### config.mk
export PLATFORM = sky130hd
export DESIGN_NAME = sseg_scan_drv
export DESIGN_NICKNAME = d
export VERILOG_FILES = /design/src/rtl/sseg_pkg.sv /design/src/rtl/sseg_dec.sv /design/src/rtl/sseg_scan_drv.sv
export SDC_FILE = /design/constraint.sdc
export NUM_CORES = 1
export LEC_CHECK = 0
export CORE_MARGIN = 5
export CORE_UTILIZATION = 56
export CTS_CLUSTER_DIAMETER = 80
export DETAILED_ROUTE_END_ITERATION = 10
export DONT_BUFFER_PORTS = 1
export GPL_TIMING_DRIVEN = 0
export PLACE_DENSITY = 0.74
export SLEW_MARGIN = 10
export SYNTH_ARGS = -nofsm -noshare
export SYNTH_HDL_FRONTEND = slang
export SYNTH_SLANG_ARGS = --single-unit
### constraint.sdc
create_clock -name clk -period 2 [get_ports clk]
set_clock_uncertainty 0.1 [all_clocks]
set_input_delay 0.4 -clock clk [delete_from_list [all_inputs] [get_ports clk]]
set_output_delay 0.4 -clock clk [all_outputs]
set_load 0.02 [all_outputs]
### src/rtl/sseg_pkg.sv
// Shared constants and types for the seven-segment display path.
// Also used by the BCD display path, whose blank code is 4'hF.
package sseg_pkg;

    localparam int NUM_DIG = 4;

    typedef logic [3:0] digit_t;
    typedef logic [6:0] seg_t;

    localparam digit_t BLANK_CODE = 4'hF;
    localparam seg_t   SEG_OFF    = 7'h7F;

    // Active-low anode pattern with only digit idx enabled.
    function automatic logic [NUM_DIG-1:0] anode_sel(input logic [1:0] idx);
        anode_sel = ~(NUM_DIG'(1) << idx);
    endfunction

endpackage

### src/rtl/sseg_dec.sv
// Digit code to active-low segment vector, seg[0]=a ... seg[6]=g.
// Codes 0-9 and A-E give the usual glyphs; BLANK_CODE turns every segment off.
module sseg_dec
    import sseg_pkg::*;
(
    input  digit_t code,
    output seg_t   seg
);

    always_comb begin
        seg = SEG_OFF;
        case (code)
            4'h0: seg = 7'h40;
            4'h1: seg = 7'h79;
            4'h2: seg = 7'h24;
            4'h3: seg = 7'h30;
            4'h4: seg = 7'h19;
            4'h5: seg = 7'h12;
            4'h6: seg = 7'h02;
            4'h7: seg = 7'h78;
            4'h8: seg = 7'h00;
            4'h9: seg = 7'h10;
            4'hA: seg = 7'h08;
            4'hB: seg = 7'h03;
            4'hC: seg = 7'h46;
            4'hD: seg = 7'h21;
            4'hE: seg = 7'h06;
            default: seg = SEG_OFF;
        endcase
    end

endmodule

### src/rtl/sseg_scan_drv.sv
// Four-digit multiplexed seven-segment scanner with anti-ghosting guard.
// Define SSEG_DIM_EN to add the 3-bit bright input for PWM dimming.
module sseg_scan_drv
    import sseg_pkg::*;
#(
    parameter int CLK_DIV = 50000,
    parameter int GUARD   = 16
)
(
    input  logic       clk,
    input  logic       rst_n,
    input  logic [3:0] d3,
    input  logic [3:0] d2,
    input  logic [3:0] d1,
    input  logic [3:0] d0,
`ifdef SSEG_DIM_EN
    input  logic [2:0] bright,
`endif
    output logic [3:0] an,
    output logic [6:0] seg,
    output logic       frame_tick
);

    // At least 3 bits so pcnt[2:0] always exists for the dimming compare.
    localparam int PW = ($clog2(CLK_DIV) < 3) ? 3 : $clog2(CLK_DIV);
    localparam logic [PW-1:0] TC_CNT    = PW'(CLK_DIV - 1);
    localparam logic [PW-1:0] GUARD_CNT = PW'(GUARD);

    generate
        if (CLK_DIV < 2 || GUARD < 0 || GUARD >= CLK_DIV) begin : g_param_err
            $error("sseg_scan_drv: need CLK_DIV >= 2 and 0 <= GUARD < CLK_DIV");
        end
    endgenerate

    logic [PW-1:0] pcnt;
    logic [1:0]    idx;
    logic [15:0]   shadow;
    logic          slot_tick;
    logic          frame_wrap;
    logic          anode_on;
    digit_t        cur_digit;
    seg_t          cur_seg;

    assign slot_tick  = (pcnt == TC_CNT);
    assign frame_wrap = slot_tick && (idx == 2'd3);
    assign cur_digit  = shadow[{idx, 2'b00} +: 4];

`ifdef SSEG_DIM_EN
    assign anode_on = (pcnt >= GUARD_CNT) && (pcnt[2:0] <= bright);
`else
    assign anode_on = (pcnt >= GUARD_CNT);
`endif

    sseg_dec u_dec (
        .code (cur_digit),
        .seg  (cur_seg)
    );

    // Shadow only reloads at the 3->0 wrap so one frame never mixes old and new digits.
    always_ff @(posedge clk or negedge rst_n) begin
        if (!rst_n) begin
            pcnt       <= '0;
            idx        <= 2'd0;
            shadow     <= {NUM_DIG{BLANK_CODE}};
            an         <= 4'b1111;
            seg        <= SEG_OFF;
            frame_tick <= 1'b0;
        end else begin
            pcnt       <= slot_tick ? '0 : pcnt + PW'(1);
            if (slot_tick)
                idx <= idx + 2'd1;
            if (frame_wrap)
                shadow <= {d3, d2, d1, d0};
            frame_tick <= frame_wrap;
            an         <= anode_on ? anode_sel(idx) : 4'b1111;
            seg        <= cur_seg;
        end
    end

endmodule

# --- After elaboration in Yosys (flattened, before gate mapping) ---
# Memories as Yosys holds them, arrays and structs flattened. A register that Yosys moved wholly into a read port is not among the register bits.
# Index checks and enable logic that the tools add are counted.
op_classes:
  addsub: 2
  magnitude_cmp: 1
  n_eq_ne: 2
  n_shift: 2
  muxes: 2
  n_bitwise: 1
  n_reduce_logical: 2
op_table:
  columns: ["operator", "count"]
  rows:
  - ["16-bit by 1-bit adder with 16-bit output, second input constant", 1]
  - ["16-bit == test, second input constant", 1]
  - ["16-bit by 5-bit greater-or-equal comparator with 1-bit output, second input constant", 1]
  - ["16-bit two-way mux", 1]
  - ["16-bit by 5-bit indexed part select with 4-bit output", 1]
  - ["4-bit two-way mux", 1]
  - ["4-bit inverter", 1]
  - ["1-bit by 2-bit << shifter with 4-bit output, first input constant", 1]
  - ["2-bit by 1-bit adder with 2-bit output, second input constant", 1]
  - ["2-bit == test, second input constant", 1]
  - ["1-bit logical AND", 1]
  - ["1-bit zero test", 1]
word_totals:
  register_bits: 39
  rom_bits: 112
  inputBits: 18
  out_inout_bits: 12
  elab_cells: 18
  mem_count: 1
mem_list:
  columns: ["name", "depth", "word_bits", "read_ports", "rd_ports_with_merged_regs", "write_ports", "line", "source"]
  rows:
  - ["(name not given)", 16, 7, 1, 1, 0, "sseg_dec.sv:12", "case (code)"]

# --- Depth between registers and ports, before layout ---
depth:
  word_depth: 3
  ltp_mapped: 7
  mapped_depth_nobuf: 6

# --- By module ---
# From an unflattened synthesis, not the netlist that was laid out.
hier_totals:
  hier_cells: 176
  hier_area_um2: 2306.0
modules_own_cells:
  columns: ["mod", "instances", "cells_each", "area_per_inst_um2"]
  rows:
  - ["sseg_scan_drv", 1, 149, 2040.7]
  - ["sseg_dec", 1, 27, 265.3]

# --- Worst setup path before layout ---
# No wires, ideal clock.
synth_timing:
  path_kind: "reg2reg"
  startpoint: "reg idx[0]"
  endpoint: "reg seg[0]"
  setup_time_ps: 94
  arrival_ps: 1818
  t_required_ps: 1806
  setup_slack_ps: -12
  stages_incl_launch_ff: 5
  cell_sequence: "dfrtp_1 > buf_6 > mux4_1 > ha_1 > mux4_2"
synth_between:
  elab_chain_cells: 1
synth_rtl:
  columns: ["element", "line", "source"]
  rows:
  - ["start: declaration", "sseg_scan_drv.sv:36", "logic [1:0] idx;"]
  - ["start signal: assignment", "sseg_scan_drv.sv:71", "idx <= idx + 2'd1;"]
  - ["16-bit by 5-bit indexed part select with 4-bit output", "sseg_scan_drv.sv:46", "assign cur_digit = shadow[{idx, 2'b00} +: 4];"]
  - ["end: declaration", "sseg_scan_drv.sv:20", "output logic [6:0] seg,"]
# No other way between the ends.
# A chain may end at the register's enable or synchronous reset.

# --- Worst setup path after layout ---
layout_timing:
  startpoint: "reg idx[0]"
  endpoint: "reg seg[3]"
# The elaborated chain is that of the path after synthesis.

==> reports/metrics.csv <==
stage,metric,value,unit
floorplan,total die area,0.00548,mm2
synthesis,Yosys warning total,0,
synthesis,Synth top cells by count,"27 x dfstp_2, 19 x dfrtp_1, 14 x nand2_1, 12 x ha_1",
timing,total negative slack,-3.65,ps
global_routing,pin count of the biggest net entering global routing,47,
synthesis,most numerous cell in the Yosys netlist,dfstp_2,
global_routing,GRT Util Overall,0.161,
synthesis,count of cell types in the netlist,39,
placement,pre-CTS setup slack,-102,ps
floorplan,Chip Width,74.0,um
clocking,H-tree Lvls,2,
global_routing,grt ovf,0,
timing,worst setup slack after layout,-3.65,ps
timing,fin. max-slew vios,0,
synthesis,top cell type's share of synthesized area,0.309,
global_routing,first-pass GRT wire length,6.72,mm
timing,worst slew pin tran,315,ps
synthesis,"FF+latch count, synth",46,
route,Total Wirelength,4.21,mm
timing,fin crit period,2000,ps
worst_setup_path,critical path endpoint category,flop,
synthesis,synthesized instance count,180,
final_layout,diode count,0,
synthesis,Synth Area in Compound Gates,0.0398,
clocking,CTS Sinks,46,
pwr,P_int,1290,uW
outcome,failing checks,setup timing,
worst_setup_path,crit path kind,reg -> reg,
outcome,status,finished with violations,
synthesis,Adder-Cell Fraction of Synth Area,0.0654,
pwr,switching share of power,0.230,
worst_setup_path,critical-path maximum fanout,5,
synthesis,number of synthesized flops with an enable pin,0,
final_layout,final layout net count,226,
pwr,Gate power share,0.072,
final_layout,Register Area,0.00118,mm2
synthesis,largest family of logic cells by synthesized area,multiplexers,
synthesis,syn_nets,210,
final_layout,Fillers,291,
timing,final hold viol count,0,
clocking,clk root buf,clkbuf_8,
clocking,Clock transition at path regs,90,ps
pwr,power per cell area,647,mW/mm2
final_layout,share of cells above drive strength 1,0.426,
clocking,worst-skew pair later-pin latency,300,ps
timing,Max Clk Rate,0.499,GHz
min_path,Worst Hold Class,in -> reg,
route,# DRC,0,
global_routing,initial antenna violation count,0,
pwr,Lkg Pwr,0.00111,uW
final_layout,multi-input logic area,0.00107,mm2
clocking,CTS buffer count,5,
synthesis,ranking of synthesized cells by area,"dfstp_2 31%, dfrtp_1 21%, ha_1 6.5%",
timing,crit share post-route,1.00,
placement,detailed placement HPWL,2.87,mm
route,Starting DRT DRC Count,84,
job,max-cap violations,0,
worst_setup_path,CP required,2120,ps
clocking,clk buf depth,2,
clocking,CTS tree,yes,
timing,worst rel slew slack,0.790,
synthesis,Synth Area in Simple Gates,0.131,
global_routing,number of global-route vias before repair,1456,
floorplan,# rows,23,
synthesis,post-synthesis sequential area ratio,0.516,
route,DRT Pass-1 Iters,4,
pwr,clock power share,0.324,
placement,Final GP Congestion,0.788,
floorplan,Chip Height,74.0,um
pwr,Seq pwr share,0.605,
pwr,maximum vdd drop,0.710,mV
synthesis,ys flop type,dfstp_2,
worst_setup_path,CP Launch Type,flop,
synthesis,mux share of post-synthesis cell area,0.160,
synthesis,Synth Cell Area,0.00229,mm2
synthesis,Yosys top cell by area,dfstp_2,
route,Via density,5.59,
synthesis,Synth Area in XOR/XNOR,0.0496,
pwr,P_sw,385,uW
synthesis,Synth async-reset ratio,1.00,
final_layout,Area growth syn-to-layout,12.9,%
placement,IO buf count,0,
route,via count,1380,
timing,RSZ-0062 raised after global routing,true,
timing,"Setup violations, final",1,
route,drt wl/cell,17.0,um
worst_setup_path,crit path DAT,2120,ps
floorplan,initial core utilization,0.574,
floorplan,core area,0.00400,mm2
synthesis,Mean Syn Cell Area,12.7,um2
floorplan,Top Ports,30,
route,ANT nets after route,0,
-- registers in the layout (all words and copies together) (netlist names) --
name        cells
frame_tick      1
seg             7
an              4
shadow         16
idx             2
pcnt           16
-- placed cells by master (no fill, tap or decap), drive strengths merged, types with 3 or more instances in the layout --
cell and count:
nand2 14, o21ai 7, nor3 5, xnor2 6, clkbuf 9, and2 3
nand3 12, dfrtp 19, nor2 9, buf 15, dfstp 27, xor2 7
inv 6, mux2 18, mux4 5, ha 12, nand4 3
-- through the flow --
step,hold WS [ps],utilization,cells,cell area [um2],power (uW)
2_1_floorplan,4.41,-,180,2290,1090
3_3_place_gp,5.91,0.588,230,2350,1100
3_5_place_dp,6.09,0.588,230,2350,1110
4_1_cts,141,0.626,243,2500,1680
5_1_grt,131,0.648,247,2590,1750
6_report,143,0.648,247,2590,1680
-- routing by layer --
layer  vias up  routed length [um]  global-route usage
met5         -                   0                   0
met4         0                  59              0.0443
met3         8                 228              0.0514
met2        30                2180               0.281
met1       683                1740               0.192
li1        659                   -                   -
-- worst max-delay path: stages (launching register included) --
cell and delay [ps]:
dfrtp_1 380, buf_6 140, mux4_2 610, inv_4 130
ha_4 210, nand2_1 90, o21ai_0 100, o21ai_1 150
-- cell families (layout without fill, tap and decap cells) --
family          count (synthesis)  in the layout
mux                            24             24
flops                          46             46
buf+inv                        15             32
fa+ha+maj                      12             12
compound gates                 15             15
simple gates                   55             55
xor+xnor                       13             13
-- repair_timing --
item	CTS	global route
buffers inserted	3	4
resized for setup	6	9
pin swaps	0	3
hold buffers	2	0
endpoints found under the setup margin	7	13
gates cloned	0	0
hold endpoints to repair	46	0
-- power groups by stage --
stage               Clock [uW]  Combinational, uW  Sequential (uW)
global route               602                132             1020
global placement             0               73.2             1030
finish                     543                120             1010
CTS                        562                107             1010
floorplan                    0               65.3             1020
detailed placement           0               77.5             1030
-- cell type report --
type	instances	area share
buffer	9	0.0246
clock buffer	7	0.0295
clock inverter	1	0.00290
inverter	6	0.0106
multi-input combinational	119	0.414
sequential	46	0.457
tap	50	0.0241
timing repair buffer	9	0.0367
-- path summary, 6_finish.rpt --
kind                            startpoint          to  slack (ps)  cells past startpoint
min in group asynchronous            rst_n      idx[0]         470                      2
worst max register to register      idx[0]      seg[3]          -4                      7
max in group asynchronous            rst_n  shadow[13]        1060                      2
worst min register to register    pcnt[12]    pcnt[12]         400                      1
worst min-delay path                 d1[2]   shadow[6]         140                      1
worst max-delay path                idx[0]      seg[3]          -4                      7
Power figures use the tool's default switching activity.
